## src/rtl/aq_axis_pkg.sv

```systemverilog
// Shared AXI-Stream widths and arbiter state encoding for the aq_axis blocks.
package aq_axis_pkg;
  localparam int AXIS_DW = 64;
  localparam int AXIS_SW = 8;
  localparam int GW      = 3;   // grant index width, covers up to 8 requesters

  typedef enum logic {
    IDLE = 1'b0,
    LOCK = 1'b1
  } arb_state_e;
endpackage

```

## src/rtl/aq_rr_pick.sv

```systemverilog
// Combinational round-robin picker: first requester after last_i, wrapping mod NCH.
module aq_rr_pick
  import aq_axis_pkg::*;
#(
  parameter int NCH = 4
) (
  input  logic [NCH-1:0] req_i,
  input  logic [GW-1:0]  last_i,
  output logic [GW-1:0]  gnt_idx_o,
  output logic           any_o
);

  logic [7:0]    req_pad;
  logic [GW-1:0] cand [NCH];
  logic [NCH-1:0] hit;

  assign req_pad = 8'(req_i);

  // Candidate gi is channel (last + gi + 1) mod NCH, so gi=0 has top priority.
  generate
    for (genvar gi = 0; gi < NCH; gi++) begin : g_cand
      logic [GW:0] sum;
      assign sum       = {1'b0, last_i} + (GW+1)'(gi + 1);
      assign cand[gi]  = (sum >= (GW+1)'(NCH)) ? GW'(sum - (GW+1)'(NCH)) : sum[GW-1:0];
      assign hit[gi]   = req_pad[cand[gi]];
    end
  endgenerate

  always_comb begin
    gnt_idx_o = '0;
    any_o     = 1'b0;
    for (int k = NCH - 1; k >= 0; k--) begin
      if (hit[k]) begin
        gnt_idx_o = cand[k];
        any_o     = 1'b1;
      end
    end
  end

endmodule

```

## src/rtl/aq_axis_arb64.sv

```systemverilog
// Packet-granular round-robin arbiter merging NCH 64-bit AXI-Stream sources,
// with a watchdog that frees a grant whose source stalls mid-packet.
module aq_axis_arb64
  import aq_axis_pkg::*;
#(
  parameter int NCH = 4,
  parameter int TMO = 255
) (
  input  logic                   I_AXIS_TCLK,
  input  logic                   ARESETN,
  input  logic [NCH*AXIS_DW-1:0] I_AXIS_TDATA,
  input  logic [NCH*AXIS_SW-1:0] I_AXIS_TSTRB,
  input  logic [NCH-1:0]         I_AXIS_TLAST,
  input  logic [NCH-1:0]         I_AXIS_TVALID,
  output logic [NCH-1:0]         I_AXIS_TREADY,
  output logic [AXIS_DW-1:0]     O_AXIS_TDATA,
  output logic [AXIS_SW-1:0]     O_AXIS_TSTRB,
  output logic                   O_AXIS_TLAST,
  output logic                   O_AXIS_TVALID,
  input  logic                   O_AXIS_TREADY,
  output logic [GW-1:0]          O_GRANT,
  output logic                   O_BUSY,
  output logic                   O_TMO
);

  localparam int CW = $clog2(TMO + 1);

  arb_state_e    state_q;
  logic [GW-1:0] grant_q;
  logic [GW-1:0] last_q;
  logic [CW-1:0] tmo_cnt_q;
  logic [CW-1:0] tmo_cnt_d;
  logic          tmo_q;

  logic [GW-1:0] pick_idx;
  logic          pick_any;
  logic          lock;
  logic          sel_valid;
  logic          beat;
  logic          tmo_hit;

  logic [AXIS_DW-1:0] ch_data [8];
  logic [AXIS_SW-1:0] ch_strb [8];
  logic [7:0]         ch_last;
  logic [7:0]         ch_valid;

  assign lock = (state_q == LOCK);

  // Channels are padded to 8 so the 3-bit grant indexes every mux safely.
  generate
    for (genvar gi = 0; gi < 8; gi++) begin : g_ch
      if (gi < NCH) begin : g_used
        assign ch_data[gi]       = I_AXIS_TDATA[gi*AXIS_DW +: AXIS_DW];
        assign ch_strb[gi]       = I_AXIS_TSTRB[gi*AXIS_SW +: AXIS_SW];
        assign ch_last[gi]       = I_AXIS_TLAST[gi];
        assign ch_valid[gi]      = I_AXIS_TVALID[gi];
        assign I_AXIS_TREADY[gi] = lock && (grant_q == GW'(gi)) && O_AXIS_TREADY;
      end else begin : g_pad
        assign ch_data[gi]  = '0;
        assign ch_strb[gi]  = '0;
        assign ch_last[gi]  = 1'b0;
        assign ch_valid[gi] = 1'b0;
      end
    end
  endgenerate

  aq_rr_pick #(.NCH(NCH)) u_pick (
    .req_i     (I_AXIS_TVALID),
    .last_i    (last_q),
    .gnt_idx_o (pick_idx),
    .any_o     (pick_any)
  );

  assign sel_valid     = ch_valid[grant_q];
  assign O_AXIS_TDATA  = ch_data[grant_q];
  assign O_AXIS_TSTRB  = ch_strb[grant_q];
  assign O_AXIS_TLAST  = ch_last[grant_q];
  assign O_AXIS_TVALID = lock && sel_valid;
  assign beat          = O_AXIS_TVALID && O_AXIS_TREADY;

  assign tmo_cnt_d = (tmo_cnt_q == CW'(TMO)) ? tmo_cnt_q : tmo_cnt_q + 1'b1;
  assign tmo_hit   = (tmo_cnt_d == CW'(TMO));

  assign O_GRANT = grant_q;
  assign O_BUSY  = lock;
  assign O_TMO   = tmo_q;

  always_ff @(posedge I_AXIS_TCLK) begin
    if (!ARESETN) begin
      state_q   <= IDLE;
      grant_q   <= '0;
      last_q    <= GW'(NCH - 1);
      tmo_cnt_q <= '0;
      tmo_q     <= 1'b0;
    end else begin
      tmo_q <= 1'b0;
      unique case (state_q)
        IDLE: begin
          if (pick_any) begin
            grant_q   <= pick_idx;
            tmo_cnt_q <= '0;
            state_q   <= LOCK;
          end
        end
        LOCK: begin
          // Only a silent source ages the watchdog; downstream backpressure keeps valid high.
          if (beat && O_AXIS_TLAST) begin
            last_q  <= grant_q;
            state_q <= IDLE;
          end else if (sel_valid) begin
            tmo_cnt_q <= '0;
          end else begin
            tmo_cnt_q <= tmo_cnt_d;
            if (tmo_hit) begin
              last_q  <= grant_q;
              tmo_q   <= 1'b1;
              state_q <= IDLE;
            end
          end
        end
      endcase
    end
  end

endmodule

```

## config.mk

```make
export PLATFORM = sky130hd
export DESIGN_NAME = aq_axis_arb64
export DESIGN_NICKNAME = d
export VERILOG_FILES = /design/src/rtl/aq_axis_pkg.sv /design/src/rtl/aq_rr_pick.sv /design/src/rtl/aq_axis_arb64.sv
export SDC_FILE = /design/constraint.sdc
export NUM_CORES = 1
export LEC_CHECK = 0
export CAP_MARGIN = 10
export CORE_AREA = 2 2 147 149
export DETAILED_ROUTE_END_ITERATION = 12
export DIE_AREA = 0 0 149 151
export SLEW_MARGIN = 40
export SYNTH_ARGS = -nofsm -noshare
export SYNTH_HDL_FRONTEND = slang
export SYNTH_SLANG_ARGS = --single-unit
```

## constraint.sdc

```tcl
create_clock -name I_AXIS_TCLK -period 3.8 [get_ports I_AXIS_TCLK]
set_input_delay 0.95 -clock I_AXIS_TCLK [delete_from_list [all_inputs] [get_ports I_AXIS_TCLK]]
set_output_delay 0.95 -clock I_AXIS_TCLK [all_outputs]
set_load 0.01 [all_outputs]
```

## Word-level counts from Yosys, hierarchy flattened

Index checks and enable logic that the tools add are counted.

| cells by class | value |
|---|---|
| add/subtract/negate cells | 9 |
| order comparisons | 10 |
| eq/ne operators | 8 |
| multiplexer cells | 44 |
| bitwise operators | 3 |
| reduce and logical (&&, ||, !) cells | 17 |

Operators with widths:

| cell | number |
|---|---|
| binary-select mux 64 bit (select 3 bit) | 1 |
| two-way mux 64 bit | 2 |
| two-way mux 8 bit | 6 |
| two-way mux 3 bit | 11 |
| binary-select mux 8 bit (select 3 bit) | 1 |
| < comparator 3 x 4 -> 1 bit, second input constant | 5 |
| binary-select mux 1 bit (select 3 bit) | 6 |
| == test 8 bit, second input constant | 2 |
| >= comparator 4 x 3 -> 1 bit, second input constant | 4 |
| case mux 8 bit (2 select lines) | 1 |
| two-way mux 1 bit | 15 |
| subtractor 3 bit, second input constant | 4 |
| logical AND 1 bit | 11 |
| adder 3 x 2 -> 4 bit, second input constant | 2 |
| adder 8 x 1 -> 8 bit, second input constant | 1 |
| == test 3 x 2 -> 1 bit, second input constant | 2 |
| adder 3 x 1 -> 4 bit, second input constant | 1 |
| adder 3 x 3 -> 4 bit, second input constant | 1 |
| >= comparator 4 bit, second input constant | 1 |
| != test 2 bit, second input constant | 2 |
| NOT 3 -> 4 bit | 1 |
| AND reduction 2 bit | 2 |
| OR reduction 4 bit | 1 |
| == test 3 x 1 -> 1 bit, second input constant | 1 |
| other kinds (6) | 7 |

| word-level totals | value |
|---|---|
| bits in registers | 16 |
| word-level logic and storage cells | 96 |

## Depth between registers and ports, before layout

Gate-level depths: netlist of the first run.

| logic depth | value |
|---|---|
| depth in word-level cells | 11 |
| mapped depth | 9 |

## By module

Synthesis of the first run repeated with hierarchy kept, for this count alone.

| second synthesis, totals | value |
|---|---|
| cell total of the unflattened synthesis | 324 |
| area total of the unflattened synthesis | 3462.1 um^2 |

By module, submodules not included:

| module | instances | cells each | area an instance (um^2) | sequential area each (um^2) |
|---|---|---|---|---|
| aq_axis_arb64 | 1 | 277 | 3145.5 | 320.3 |
| aq_rr_pick | 1 | 47 | 316.6 | 0.0 |

## Worst setup path after synthesis of the first run

Ideal clock, no wire load.

| timing path | value |
|---|---|
| path type | reg2out |
| start | register grant_q[0], in the netlist O_GRANT[0] |
| end | output port O_AXIS_TDATA[11] |
| arrival time | 1.821 ns |
| setup slack | 1.029 ns |
| stages on the path, launching flop included | 6 |
| path buffers | 3 |
| cell sequence | dfxtp_1 -> buf_6 -> buf_2 -> buf_2 -> mux4_2 -> and2_1 |

| on the way | value |
|---|---|
| longest elaborated chain between the ends | 4 |

RTL lines:

| element | line | RTL |
|---|---|---|
| start: declaration | aq_axis_arb64.sv:29 | `logic [GW-1:0] grant_q;` |
| start signal: assignment | aq_axis_arb64.sv:100 | `grant_q <= pick_idx;` |
| NOT 3 -> 4 bit (not written as such) | aq_axis_arb64.sv:75 | `assign O_AXIS_TDATA = ch_data[grant_q];` |
| binary-select mux 64 bit (select 3 bit) | aq_axis_arb64.sv:75 |  |
| two-way mux 64 bit (not written as such) (2 in series) | aq_axis_arb64.sv:75 |  |
| end: declaration | aq_axis_arb64.sv:16 | `output logic [AXIS_DW-1:0] O_AXIS_TDATA,` |

Every way passes these cells. The select of a mux whose other input is x is not followed.

## Final worst setup path of the first run

| timing path | value |
|---|---|
| start | input port I_AXIS_TVALID[1] |
| end | output port O_AXIS_TVALID |

| on the way | value |
|---|---|
| longest elaborated chain between the ends | 3 |

RTL lines:

| element | line | RTL |
|---|---|---|
| start: declaration | aq_axis_arb64.sv:14 | `input logic [NCH-1:0] I_AXIS_TVALID,` |
| binary-select mux 1 bit (select 3 bit) | aq_axis_arb64.sv:74 | `assign sel_valid = ch_valid[grant_q];` |
| two-way mux 1 bit (not written as such) | aq_axis_arb64.sv:74 |  |
| logical AND 1 bit | aq_axis_arb64.sv:78 | `assign O_AXIS_TVALID = lock && sel_valid;` |
| end: declaration | aq_axis_arb64.sv:19 | `output logic O_AXIS_TVALID,` |

Every way passes these cells. The select of a mux whose other input is x is not followed.

==> metrics.txt, run 1 <==
Setup violations, final 0; Total Routing Usage GR 17.8%; flop and latch count out of synthesis 16; via count 4582; CP arrival 2.67 ns; flop-to-flop setup slack 1.33 ns; Antenna Nets Post-Route 0; vias per cell 4.63; capturing point of the worst reg2reg path tmo_cnt_q[6]; routing usage on met1 22.3%; vias in the first global route 4636; Netlist cell types 51; P_leak 2.63 nW; final instance area 7800 um^2; Starting Density 16.9%; most common cell after layout, fill and taps aside clkdlybuf4s50_1; Initial DRC Count 128; # hold bufs at CTS 0; DPL Wire Length 17.9 mm; Top Ports 382; fin crit share 95.1%; Slew headroom 65.1%; met2 global-route usage 30.2%; postcts setup bufs 0; mapped cell area 3520 um^2; yosys warns 0; hold_sp tmo_cnt_q[7]; ys async rst share 0%; Final #Nets 1012; GR Overflow Total 0; result of the run completed; CP Data Required Time 2.85 ns; Max Fclk 0.277 GHz; WL final 21.6 mm; Worst R2R Start last_q[0]; row count 53; Core ar. 20800 um^2; number of synthesized flops with an enable pin 0; DIE HEIGHT 151 um; final setup TNS 0 ns; Die ar. 22500 um^2; root buf cell clkbuf_16; Worst Path Max Fanout 5; GR peak layer met2; # DRC 0; cells after synthesis 341; initial antenna violation count 7; CP Capture Type output pin; placed cell areas 7710 um^2; most frequent cells in the layout 381 x clkdlybuf4s50_1, 75 x mux4_2, 73 x and2_1; routed len/inst 21.8 um; reg2reg path depth 8; drt pass-1 iters 5; Final Hold Fails 0; CTS sink count 16; Setup CP Type input pin to output pin; sequential area share after synthesis 9.10%; Startpoint Class input pin; first-pass GRT wire length 29.9 mm; Max VDD drop 0.533 mV; Fillers 2110; dominant synthesized flop cell dfxtp_1; Max Cap Violations 0; largest net degree at the start of global routing 54; clk_lat worst skew 0.25 ns; GR Layer Usage met3 5.54%; syn nets 643; Hold Path End tmo_cnt_q[7]; die width 149 um; Reg clk slew, reported paths 0.06 ns; end-of-flow core utilization 37.5%; RSZ-0062 raised after global routing false; hold depth 2; Mean Syn Cell Area 10.3 um^2; gp weighted congestion 0.845; TritonCTS clock tree built; fraction of layout cells with a size suffix above 1 15.0%; Max Slew Vio Count 0; Clock Skews 0.00635 ns; Power Density 455 nW/um^2; total CTS buffers 3; CTS-repair resized insts 0; Worst Tran Pin Value 0.523 ns; Syn-to-layout area delta 122%; clock buffer depth 2; HP Class flop to flop; Final Critical Period 3.62 ns; I/O Buffers 381; Max H-tree Level 1
-- synth_stat cells (3+ instances only) --
library cell | instances | area [um^2]
mux4_2 | 75 | 1690
and2_1 | 73 | 457
clkbuf_1 | 22 | 82.6
dfxtp_1 | 16 | 320
nand2_1 | 13 | 48.8
o21ai_0 | 13 | 65.1
inv_1 | 12 | 45.0
nand3_1 | 10 | 50.1
nor2_1 | 10 | 37.5
and3_1 | 9 | 56.3
nor3_1 | 9 | 45.0
a31oi_1 | 7 | 43.8
a21oi_1 | 6 | 30.0
buf_2 | 5 | 25.0
mux2i_1 | 5 | 50.1
a211oi_1 | 4 | 30.0
buf_1 | 4 | 15.0
ha_1 | 3 | 37.5
nor4_1 | 3 | 18.8
or3_1 | 3 | 18.8
-- worst max path at each step --
stage,slack (ns),cells after the start,end,startpoint
after floorplan,1.03,5,O_AXIS_TDATA[11],O_GRANT[0]
after global placement,0.17,4,O_AXIS_TVALID,I_AXIS_TVALID[0]
after detailed placement,0.16,4,O_AXIS_TVALID,I_AXIS_TVALID[1]
after CTS,0.16,4,O_AXIS_TVALID,I_AXIS_TVALID[1]
after global routing,0.12,4,O_AXIS_TVALID,I_AXIS_TVALID[1]
final,0.18,4,O_AXIS_TVALID,I_AXIS_TVALID[1]
-- registers in the layout (all words and copies together), names as in the netlist --
name       flops
tmo_cnt_q      8
last_q         3
O_TMO          1
O_BUSY         1
O_GRANT        3
-- worst max-delay path, cell delays in order --
cell	delay, ns
clkdlybuf4s50_1	0.49
mux4_2	0.51
and3_1	0.23
clkdlybuf4s50_1	0.49
-- cell families (layout without fill, tap and decap cells) --
group,Yosys count,count (layout),synth area share (%)
and+or+nand+nor,144,144,24.2
muxes,81,81,49.7
AOI/OAI and AO/OA,51,51,10.2
buffers and inverters,45,413,5.40
DFF,16,16,9.10
adders and majority gates,3,3,1.07
xor gates and xnor gates,1,1,0.249
other,0,5,0
-- stage by stage --
stage | hold slack [ns] | std cells | setup slack, ns | power (mW)
2_1_floorplan | 0.474 | 341 | 1.03 | 1.83
3_3_place_gp | 0.501 | 980 | 0.166 | 3.36
3_5_place_dp | 0.509 | 980 | 0.160 | 3.35
4_1_cts | 0.514 | 984 | 0.160 | 3.59
5_1_grt | 0.539 | 986 | 0.116 | 3.75
6_report | 0.516 | 989 | 0.185 | 3.55
-- routing by layer --
metal  up-vias  routed length [um]
met5         -                  20
met1      2259                8910
met3        22                1880
met4         4                 342
met2       191               10400
li1       2106                   -
-- final cells by class --
class                           instances  area (um^2)  area share (%)
Multi-Input combinational cell        280         3010            38.6
Antenna cell                            5         12.5           0.160
Tap cell                              275          344            4.41
Clock inverter                          1         3.75          0.0481
Timing Repair Buffer                  397         3980            51.0
Clock buffer                            3         75.1           0.962
Sequential cell                        16          328            4.20
Inverter                               12         47.5           0.609
-- power by group --
part           switching (mW)  internal [mW]  total [mW]  leakage (nW)
combinational            1.23           1.84        3.07          2.46
clock                  0.0749          0.140       0.215        0.0386
sequential             0.0664          0.196       0.262         0.131
No activity file was read; power rests on OpenSTA's default activity.
==> inputs of run 2 (changes only) <==
Settings changed: SETUP_SLACK_MARGIN set to 0.3.
==> run 2 against run 1 <==
Net effect:
- clock skew rose by 0.0012 ns
- first-iteration DRC count grew 13%
- power is 1.7% lower
- worst setup slack gained 0.13 ns
- largest power group unchanged
- largest cell class unchanged
- final area hardly changed
- count of clock-buffer cells in the layout unchanged
- non-clock buffer count stayed put
==> metrics.txt, run 2 (synthesis results as in run 1) <==
Max Slew Vio Count 0 (unchanged); vias in the first global route 4640 (was 4636); clock buffer depth 2 (unchanged); Slew headroom 65.2% (was 65.1%); initial antenna violation count 7 (unchanged); Max Cap Violations 0 (unchanged); CP Data Required Time 2.85 ns (about the same); Final Non-Filler Cells 989 (unchanged); result of the run completed (unchanged); I/O Buffers 381 (unchanged); reg2reg path depth 8 (unchanged); P_leak 2.71 nW (was 2.63 nW); die width 149 um (unchanged); Worst R2R Start last_q[0] (unchanged); Final #Nets 1012 (unchanged); # hold bufs at CTS 0 (unchanged); Startpoint Class input pin (unchanged); Max Fclk 0.287 GHz (was 0.277 GHz); Die ar. 22500 um^2 (unchanged); most frequent cells in the layout 359 x clkdlybuf4s50_1, 75 x mux4_2, 73 x and2_1 (was 381 x clkdlybuf4s50_1, 75 x mux4_2, 73 x and2_1); gp weighted congestion 0.845 (unchanged); CTS-repair resized insts 15 (was 0); Clock Skews 0.00756 ns (was 0.00635 ns); CP arrival 2.54 ns (was 2.67 ns); CP Capture Type output pin (unchanged); Setup CP Type input pin to output pin (unchanged); clk_lat worst skew 0.26 ns (was 0.25 ns); # DRC 0 (unchanged); fin crit share 91.8% (was 95.1%); FF/Latch Area 328 um^2 (unchanged); via count 4554 (was 4582); routed len/inst 21.8 um (about the same); largest register by flop count tmo_cnt_q (unchanged); Core ar. 20800 um^2 (unchanged); Starting Density 16.9% (unchanged); row count 53 (unchanged); DIE HEIGHT 151 um (unchanged); Worst Tran Pin Value 0.522 ns (was 0.523 ns); Worst Path Max Fanout 1 (was 5); RSZ-0062 raised after global routing false (unchanged); fraction of layout cells with a size suffix above 1 15.0% (unchanged); CP startpoint I_AXIS_TDATA[242] (was I_AXIS_TVALID[1]); postcts setup bufs 0 (unchanged); Reg clk slew, reported paths 0.06 ns (about the same); Max H-tree Level 1 (unchanged); flop-to-flop setup slack 1.35 ns (was 1.33 ns); Final Critical Period 3.49 ns (was 3.62 ns); total CTS buffers 3 (unchanged); first-pass GRT wire length 29.9 mm (unchanged); Power Density 447 nW/um^2 (was 455 nW/um^2); GR Overflow Total 0 (unchanged); crit path to O_AXIS_TDATA[50] (was O_AXIS_TVALID); most common cell after layout, fill and taps aside clkdlybuf4s50_1 (unchanged); Syn-to-layout area delta 122% (about the same); Max VDD drop 0.525 mV (was 0.533 mV); Initial DRC Count 144 (was 128); root buf cell clkbuf_16 (unchanged); Total Routing Usage GR 17.8% (about the same); WL final 21.5 mm (was 21.6 mm); HP Class flop to flop (unchanged); Antenna Nets Post-Route 0 (unchanged); Top Ports 382 (unchanged); capturing point of the worst reg2reg path tmo_cnt_q[6] (unchanged); largest net degree at the start of global routing 54 (unchanged); Inst Count DP 980 (unchanged); multi-input logic area 3010 um^2 (unchanged); drt pass-1 iters 4 (was 5); Setup violations, final 0 (unchanged); final setup TNS 0 ns (unchanged); vias per cell 4.60 (was 4.63); Final Hold Fails 0 (unchanged); CTS sink count 16 (unchanged); Largest register FFs 8 (unchanged); TritonCTS clock tree built (unchanged); DPL Wire Length 17.9 mm (unchanged); Fillers 2112 (was 2110)
run 2: cell type report:
class / count / share of cell area, %
diodes: 5 / 0.160
clock buffers: 3 / 0.962
clock inverters: 1 / 0.0481
inverters: 12 / 0.609
multi-input cells: 280 / 38.6
flip-flops and latches: 16 / 4.20
well taps: 275 / 4.41
repair buffers: 397 / 51.0
run 2: power breakdown:
| part | switching [mW] | total, mW | internal [mW] |
|---|---|---|---|
| Sequential | 0.0667 | 0.263 | 0.196 |
| Clock | 0.0780 | 0.218 | 0.140 |
| Combinational | 1.22 | 3.01 | 1.79 |
run 2: how the worst min path moves through the flow:
stage,from,to,slack (ns),depth (start not counted)
2_1_floorplan,tmo_cnt_q[7],tmo_cnt_q[7],0.47,2
3_3_place_gp,tmo_cnt_q[7],tmo_cnt_q[7],0.50,2
3_5_place_dp,tmo_cnt_q[7],tmo_cnt_q[7],0.51,2
4_1_cts,tmo_cnt_q[7],tmo_cnt_q[7],0.51,2
5_1_grt,tmo_cnt_q[7],tmo_cnt_q[7],0.54,2
6_report,tmo_cnt_q[7],tmo_cnt_q[7],0.52,2
run 2: per-layer routing:
| layer | vias up | global-route usage (%) | share of wire [%] |
|---|---|---|---|
| met2 | 203 | 30.1 | 49 |
| met5 | - | 0 | 0.093 |
| met1 | 2218 | 22.3 | 41 |
| met3 | 22 | 5.54 | 9.0 |
| li1 | 2107 | - | - |
| met4 | 4 | 3.86 | 1.4 |
run 2: critical path: stages:
cell,delay (ns)
clkdlybuf4s50_1,0.42
mux4_2,0.48
and2_1,0.17
clkdlybuf4s50_1,0.52
run 2: through the flow:
stage	power [mW]	utilization, %	setup WS, ns	instance area (um^2)	hold WS (ns)
floorplan	1.83	-	1.03	3520	0.474
global placement	3.36	37.0	0.166	7710	0.501
detailed placement	3.35	37.0	0.160	7710	0.509
CTS	3.54	37.3	0.306	7770	0.514
global route	3.70	37.4	0.298	7800	0.539
finish	3.49	37.5	0.310	7800	0.516
==> inputs of run 3 (changes only) <==
Settings changed: CTS_CLUSTER_DIAMETER set to 40, SLEW_MARGIN 40 to 20.
==> run 3 against run 2 <==
Net effect:
- flip-flop and latch count is the same
- clock skew is essentially flat
- sequential power is essentially flat
- die area is the same
- via count grew 0.99%
- count of clock-buffer cells in the layout grew 1
- combinational power is essentially flat
- first-iteration DRC count grew 2.1%
==> metrics.txt, run 3 (synthesis results as in run 1) <==
result of the run completed (unchanged); vias in the first global route 4613 (was 4640); Max Slew Vio Count 0 (unchanged); Syn-to-layout area delta 121% (was 122%); slowest CP cell mux4_2 (was clkdlybuf4s50_1); Cell Chain, Critical Path clkdlybuf4s50_1 -> mux4_2 -> and2_1 -> clkdlybuf4s50_1 (unchanged); worst setup margin 0.306 ns (was 0.310 ns); P_leak 2.67 nW (was 2.71 nW); Max Cap Violations 0 (unchanged); clk_lat worst skew 0.25 ns (was 0.26 ns); TritonCTS clock tree built (unchanged); # DRC 0 (unchanged); Total Routing Usage GR 18.0% (was 17.8%); Final Non-Filler Cells 990 (was 989); capturing point of the worst reg2reg path O_GRANT[0] (was tmo_cnt_q[6]); CP Data Required Time 2.85 ns (about the same); HP Class flop to flop (unchanged); Fillers 2129 (was 2112); CP arrival 2.54 ns (about the same); max incr delay on CP 0.49 ns (was 0.52 ns); cell repeated most along the worst path clkdlybuf4s50_1 (unchanged); gp weighted congestion 0.845 (unchanged); root buf cell clkbuf_16 (unchanged); Inst Count DP 980 (unchanged); Worst R2R Start last_q[1] (was last_q[0]); RSZ-0062 raised after global routing false (unchanged); row count 53 (unchanged); Max VDD drop 0.522 mV (was 0.525 mV); Stages on worst setup path 4 (unchanged); hold depth 2 (unchanged); Max H-tree Level 1 (unchanged); Hold Path End O_GRANT[2] (was tmo_cnt_q[7]); CTS sink count 16 (unchanged); Placement Setup Slack 0.158 ns (was 0.160 ns); most frequent cells in the layout 364 x clkdlybuf4s50_1, 75 x mux4_2, 73 x and2_1 (was 359 x clkdlybuf4s50_1, 75 x mux4_2, 73 x and2_1); family with the most delay on the worst path buffers and inverters (unchanged); die width 149 um (unchanged); DPL Wire Length 18.0 mm (was 17.9 mm); reg2reg path depth 7 (was 8); final setup TNS 0 ns (unchanged); most common cell after layout, fill and taps aside clkdlybuf4s50_1 (unchanged); Largest register FFs 8 (unchanged); Final #Nets 1012 (unchanged); Die ar. 22500 um^2 (unchanged); Top Ports 382 (unchanged); Worst Tran Pin Value 0.866 ns (was 0.522 ns); Reg clk slew, reported paths 0.06 ns (about the same); Starting Density 16.9% (unchanged); drt pass-1 iters 4 (unchanged); largest register by flop count tmo_cnt_q (unchanged); Final Hold Fails 0 (unchanged); hold_sp O_GRANT[2] (was tmo_cnt_q[7]); placed cell areas 7710 um^2 (about the same); Max Fclk 0.286 GHz (was 0.287 GHz); Initial DRC Count 147 (was 144); largest net degree at the start of global routing 54 (unchanged); first-pass GRT wire length 30.1 mm (was 29.9 mm); CP Capture Type output pin (unchanged); total CTS buffers 3 (unchanged); Power Density 448 nW/um^2 (was 447 nW/um^2); Setup violations, final 0 (unchanged); WL final 21.7 mm (was 21.5 mm); routed len/inst 21.9 um (was 21.8 um); GR Overflow Total 0 (unchanged); flop-to-flop setup slack 1.30 ns (was 1.35 ns); initial antenna violation count 9 (was 7); vias per cell 4.65 (was 4.60); multi-input logic area 3010 um^2 (unchanged); Antenna Nets Post-Route 0 (unchanged); clock buffer depth 2 (unchanged); DIE HEIGHT 151 um (unchanged); final instance area 7790 um^2 (was 7800 um^2); Worst Path Max Fanout 1 (unchanged); Clock Skews 0.00786 ns (was 0.00756 ns); Final Critical Period 3.49 ns (about the same); Buf+Inv Stages, Crit Path 2 (unchanged); Slew headroom 42.3% (was 65.2%); I/O Buffers 381 (unchanged); Core ar. 20800 um^2 (unchanged); fin crit share 91.9% (was 91.8%); fraction of layout cells with a size suffix above 1 15.0% (unchanged); Startpoint Class input pin (unchanged); FF/Latch Area 328 um^2 (unchanged); Setup CP Type input pin to output pin (unchanged); via count 4599 (was 4554)
run 3: cell count changes in the layout (fill, tap and decap cells not counted), sizes merged:
| cell | delta |
|---|---|
| clkdlybuf4s50 | +5 |
| clkinv | -1 |
| dlymetal6s2s | -4 |
| clkbuf | +1 |
| dlygate4sd2 | -1 |
| diode | +1 |
run 3: power by group:
| part | total [mW] | leakage [nW] | switching (mW) | internal, mW |
|---|---|---|---|---|
| clock | 0.217 | 0.0382 | 0.0740 | 0.143 |
| combinational | 3.01 | 2.51 | 1.22 | 1.79 |
| sequential | 0.264 | 0.131 | 0.0676 | 0.196 |
run 3: how the worst max path moves through the flow:
stage	to	startpoint	slack [ns]
floorplan	O_AXIS_TDATA[11]	O_GRANT[0]	1.03
global placement	O_AXIS_TVALID	I_AXIS_TVALID[0]	0.17
detailed placement	O_AXIS_TVALID	I_AXIS_TVALID[0]	0.16
CTS	O_AXIS_TDATA[33]	I_AXIS_TDATA[161]	0.30
global route	O_AXIS_TDATA[61]	I_AXIS_TDATA[125]	0.30
finish	O_AXIS_TDATA[24]	I_AXIS_TDATA[88]	0.31
run 3: metal layers:
layer	part of all wire, %	routed length [um]	GRT usage (%)	up-vias
li1	-	-	-	2106
met1	40	8690	23.0	2257
met2	49	10700	30.1	209
met3	9.5	2060	5.39	23
met4	1.2	265	3.90	4
met5	0.11	23	0	-
run 3: stage by stage:
| step | hold slack, ns | utilization (%) | total power [mW] |
|---|---|---|---|
| floorplan | 0.474 | - | 1.83 |
| global placement | 0.501 | 37.0 | 3.36 |
| detailed placement | 0.497 | 37.0 | 3.35 |
| CTS | 0.511 | 37.3 | 3.54 |
| global route | 0.552 | 37.4 | 3.71 |
| finish | 0.510 | 37.4 | 3.49 |
run 3: cell type report:
| type | instances | share of cell area, % |
|---|---|---|
| timing repair buffer | 397 | 51.0 |
| multi-input combinational | 280 | 38.6 |
| tap | 275 | 4.41 |
| sequential | 16 | 4.21 |
| clock buffer | 4 | 1.01 |
| inverter | 12 | 0.578 |
| antenna | 6 | 0.193 |
run 3: worst register-to-register path: stages, from the launching register on:
cell	delay, ns
dfxtp_1	0.51
inv_1	0.13
ha_1	0.44
mux2_2	0.36
and3_1	0.18
o21ai_0	0.36
nand2_1	0.16
a211oi_1	0.25
run 3: what timing repair did:
action,CTS,global route
resized for setup,14,3
pin swaps,0,0
hold buffers,0,0
setup endpoints to repair,14,3
buffers inserted,0,0
==> RTL edit 1 (settings of run 2) <==
`AXIS_SW`: 8 -> 4.
--- a/src/rtl/aq_axis_pkg.sv
+++ b/src/rtl/aq_axis_pkg.sv
@@ -1,7 +1,7 @@
 // Shared AXI-Stream widths and arbiter state encoding for the aq_axis blocks.
 package aq_axis_pkg;
   localparam int AXIS_DW = 64;
-  localparam int AXIS_SW = 8;
+  localparam int AXIS_SW = 4;
   localparam int GW      = 3;   // grant index width, covers up to 8 requesters
 
   typedef enum logic {
Interface: changed (resized I_AXIS_TSTRB and O_AXIS_TSTRB); port bits go from 382 to 362. The function was not compared with the original's and may differ.
==> RTL edit 1 against run 2 <==
Critical path type unchanged; area after synthesis fell by 5.1%; utilization fell by 1.7 points; clock skew fell by 0.0068 ns; setup slack improved by 0.018 ns; final area fell by 4.5%; critical endpoint is now O_AXIS_TDATA[54]; largest cell class unchanged; hold slack improved by 0.012 ns; via count fell by 7.8%; first-iteration DRC count rose by 33%; sequential cell count did not move; wire length fell by 9.6%.
Power is not compared: it rests on default switching activity, and its combinational part moved more than twofold at a synthesized area within 25%.
==> RTL edit 1: results (changes against run 2) <==
* Run status: finished, final reports clean (unchanged)
* Most frequent cells after synthesis: mux4_2 (70), and2_1 (69), dfxtp_1 (16) (was mux4_2 (75), and2_1 (73), clkbuf_1 (22))
* Critical path's top delay family: buffers and inverters (unchanged)
* Initial antenna violation count at 4 (was 7)
* Non-filler instance count after layout at 942 (was 989)
* Global-route wire length before repair at 27.4 mm (was 29.9 mm)
* Number of levels in the clock H-tree at 1 (unchanged)
* Adder-cell share of the synthesized area at 0.0142 (was 0.0107)
* Post-detailed-placement half-perimeter wirelength at 16.8 mm (was 17.9 mm)
* Count of vias placed by the detailed router at 4200 (was 4554)
* Synth Net Count at 594 (was 643)
* Post-route clock skew at 0.000745 ns (was 0.00756 ns)
* WL met2 at 10.3 mm (was 10.5 mm)
* Relative slew margins at 0.600 (was 0.652)
* Share of total power in sequential cells at 0.135
* Register with the most flip-flops: tmo_cnt_q (unchanged)
* Predominant post-synthesis flop cell: dfxtp_1 (unchanged)
* Clock-pin slew on the worst setup and hold paths at around 0.050 ns
* Post-placement cell area at 7350 um2 (was 7710 um2)
* Met3 layer wire length in the routed design at 1.28 mm (was 1.93 mm)
* Max FFs per register at 8 (unchanged)
* XOR/XNOR Fraction of Synth Area at 0 (was 0.00249)
* Placer congestion estimate at 0.852 (was 0.845)
* Met1 wire length at 7.63 mm (was 8.82 mm)
* Async set-reset flop share out of synthesis at 0 (unchanged)
* Total of buffers placed on input and output ports at 361 (was 381)
* Crit path max-delay cell type: clkdlybuf4s50_1 (unchanged)
* Top Layer Used: met5 (unchanged)
* Num CTS Buffers at 3 (unchanged)
* Postcts setup bufs at 0 (unchanged)
* Vias in the first global route at 4296 (was 4640)
* Warnings, synthesis at 0 (unchanged)
* Compound-cell area share of the yosys netlist at 0.132 (was 0.102)
* Sequential element share of the synthesized area at 0.0958 (was 0.0910)
* Power Sequential at 0.214 mW
* Mux share of post-synthesis cell area at 0.496 (was 0.497)
* Peak fanout along the critical path at 1 (unchanged)
* Leakage power total at about 2.6 nW
* Overall track demand over capacity in global routing at 0.162 (was 0.178)
* Buffer depth of the longest clock path at 2 (unchanged)
* Post-placement worst setup slack at 0.182 ns (was 0.160 ns)
* Logic pwr share at 0.732
* Delay of the slowest cell on the worst path at 0.49 ns (was 0.52 ns)
* Distinct cell type count of the synthesized netlist at 48 (was 51)
* Nets at 953 (was 1012)
* Fraction of final layout cells sized beyond drive strength 1 at 0.171 (was 0.150)
* Peak ir drop on the vdd network at around 120 uV
* Pin count of the biggest net entering global routing at 40 (was 54)
* Clock insertion delay at the later pin of the skew report at approximately 0.25 ns
* Syn Inst Count at 308 (was 341)
* Initial drt markers at 192 (was 144)
* Switching Fraction at 0.316
* Routed wirelength normalized by instance count at 20.7 um (was 21.8 um)
* Root Driver: clkbuf_16 (unchanged)
* Post-cts resize count at 11 (was 15)
* Largest cells by area after synthesis: mux4_2 (47%), and2_1 (13%), dfxtp_1 (9.6%) (was mux4_2 (48%), and2_1 (13%), dfxtp_1 (9.1%))
* Arrival time of the worst setup path at 2.52 ns (was 2.54 ns)
* Pre-antenna DRT Iters at 4 (unchanged)
## RTL edit 1: worst paths after layout
| path | from | to | slack [ns] | depth (start not counted) |
|---|---|---|---|---|
| min reg2reg | tmo_cnt_q[0] | tmo_cnt_q[0] | 0.53 | 1 |
| max reg2reg | last_q[0] | O_BUSY | 1.29 | 8 |
| min | tmo_cnt_q[0] | tmo_cnt_q[0] | 0.53 | 1 |
| max | I_AXIS_TDATA[54] | O_AXIS_TDATA[54] | 0.33 | 4 |
## RTL edit 1: metal layers
layer / vias up / global-route usage
li1: 1948 / -
met1: 2058 / 0.204
met2: 174 / 0.290
met3: 16 / 0.0380
met4: 4 / 0.0195
met5: - / 0
## RTL edit 1: area by class of cell
| type | count | area, um2 |
|---|---|---|
| antenna | 1 | 2.50 |
| fill | 2084 | 13400 |
| clock buffer | 3 | 75.1 |
| tap | 275 | 344 |
| timing repair buffer | 383 | 3820 |
| sequential | 16 | 328 |
| multi-input combinational | 252 | 2830 |
| clock inverter | 1 | 3.75 |
| inverter | 11 | 41.3 |
==> RTL edit 2 (config.mk and constraints of run 2) <==
Made on the original files. Make the reset (`ARESETN`) asynchronous in one clocked block.
--- a/src/rtl/aq_axis_arb64.sv
+++ b/src/rtl/aq_axis_arb64.sv
@@ -85,7 +85,7 @@
   assign O_BUSY  = lock;
   assign O_TMO   = tmo_q;
 
-  always_ff @(posedge I_AXIS_TCLK) begin
+  always_ff @(posedge I_AXIS_TCLK or negedge ARESETN) begin
     if (!ARESETN) begin
       state_q   <= IDLE;
       grant_q   <= '0;
Function: differs if ARESETN is asserted again (counterexample within 4 cycles, from zero or initial values and one cycle with ARESETN low); with ARESETN held inactive, the same outputs for 4 cycles.
==> RTL edit 2 against run 2 <==
Hold slack better by 0.043 ns; critical path depth unchanged; combinational power up 23%; wire length up 0.28%; clock skew down 0.0058 ns; power up 23%; sequential cell count unchanged; final area down 0.83%; area after synthesis down 1.3%; setup slack worse by 0.015 ns; critical endpoint is now O_AXIS_TDATA[62]; largest cell class unchanged; largest power group unchanged.
==> RTL edit 2: results (changes against run 2) <==
* Reg2Reg Launch Point: O_GRANT[0] (was last_q[0])
* Post-cts resize count at 22 (was 15)
* Met3 layer wire length in the routed design at 2.90 mm (was 1.93 mm)
* Fraction of final layout cells sized beyond drive strength 1 at 0.157 (was 0.150)
* Met1 wire length at 8.69 mm (was 8.82 mm)
* Routed wirelength normalized by instance count at 22.4 um (was 21.8 um)
* R2R setup slack at 1.22 ns (was 1.35 ns)
* Initial antenna violation count at 2 (was 7)
* Top Layer Used: met4 (was met5)
* Worst Tran Pin Value at 0.680 ns (was 0.522 ns)
* Global-route wire length before repair at 29.0 mm (was 29.9 mm)
* Post-route clock skew at 0.00181 ns (was 0.00756 ns)
* WL met2 at 9.83 mm (was 10.5 mm)
* Initial drt markers at 282 (was 144)
* Hold-critical path endpoint: last_q[1] (was tmo_cnt_q[7])
* Synth Net Count at 623 (was 643)
* Placer congestion estimate at 0.816 (was 0.845)
* Worst r2r dst: last_q[0] (was tmo_cnt_q[6])
* Switching Power at 1.80 mW (was 1.37 mW)
* Run status: finished, final reports clean (unchanged)
* Nets at 990 (was 1012)
* Distinct cell type count of the synthesized netlist at 43 (was 51)
* Overall track demand over capacity in global routing at 0.175 (was 0.178)
* Clock-pin slew on the worst setup and hold paths at around 0.05 ns
* Post-placement cell area at 7630 um2 (was 7710 um2)
* Post-detailed-placement half-perimeter wirelength at 18.4 mm (was 17.9 mm)
* Peak ir drop on the vdd network at 281 uV (was 525 uV)
* Vias in the first global route at 4399 (was 4640)
* Largest cells by area after synthesis: mux4_2 (49%), and2_1 (14%), dfrtp_1 (10%) (was mux4_2 (48%), and2_1 (13%), dfxtp_1 (9.1%))
## RTL edit 2: changes by cell type after synthesis, sizes merged, moves of 3 or more
cell   delta
a41oi     +3
mux2      +3
a21oi     +6
o32ai     -3
dfrtp    +14
nand3     -7
nor3      -5
dfxtp    -16
or3       -3
o21ai     -3
nand2     +5
and3      -6
## RTL edit 2: worst max-delay path: stages
cell	delay, ns
clkdlybuf4s50_1	0.41
mux4_2	0.47
and2_1	0.22
clkdlybuf4s50_1	0.50
## RTL edit 2: worst max path at each step
stage	startpoint	endpoint	slack [ns]	cells past startpoint
finish	I_AXIS_TDATA[190]	O_AXIS_TDATA[62]	0.30	4
global route	I_AXIS_TDATA[30]	O_AXIS_TDATA[30]	0.30	4
CTS	I_AXIS_TDATA[237]	O_AXIS_TDATA[45]	0.30	4
detailed placement	I_AXIS_TDATA[249]	O_AXIS_TDATA[57]	0.19	4
global placement	I_AXIS_TDATA[121]	O_AXIS_TDATA[57]	0.19	4
floorplan	O_GRANT[0]	O_AXIS_TDATA[11]	0.80	5
## RTL edit 2: cell families after synthesis
group,synth area share
and+or+nand+nor,0.213
muxes,0.515
AOI/OAI and AO/OA,0.0929
buffers and inverters,0.0501
DFF,0.116
adders and majority gates,0.0108
xor gates and xnor gates,0.00252
## RTL edit 2: per-stage QoR
step	hold WS (ns)	cells	util	setup WS, ns	total power, mW
2_1_floorplan	0.508	321	-	0.800	2.35
3_3_place_gp	0.542	958	0.367	0.189	4.24
3_5_place_dp	0.550	958	0.367	0.194	4.21
4_1_cts	0.557	962	0.370	0.302	4.40
5_1_grt	0.582	963	0.372	0.301	4.63
6_report	0.559	964	0.372	0.295	4.31
## RTL edit 2: layout make-up
class / count / area, um2
fill: 2094 / 13100
antenna: 2 / 5.00
tap: 275 / 344
sequential: 16 / 410
multi-input combinational: 263 / 2900
inverter: 11 / 41.3
clock buffer: 4 / 88.8
timing repair buffer: 393 / 3950
## RTL edit 2: power groups by stage
stage	Sequential [mW]	Combinational (mW)	Clock [mW]
finish	0.391	3.69	0.229
global route	0.408	3.98	0.239
CTS	0.394	3.77	0.231
detailed placement	0.398	3.82	0
global placement	0.398	3.84	0
floorplan	0.272	2.07	0
## RTL edit 2: layer usage
layer  vias up  global-route usage
li1       1999                   -
met1      2094               0.229
met2       271               0.272
met3        13              0.0804
met4         0              0.0233
met5         -                   0
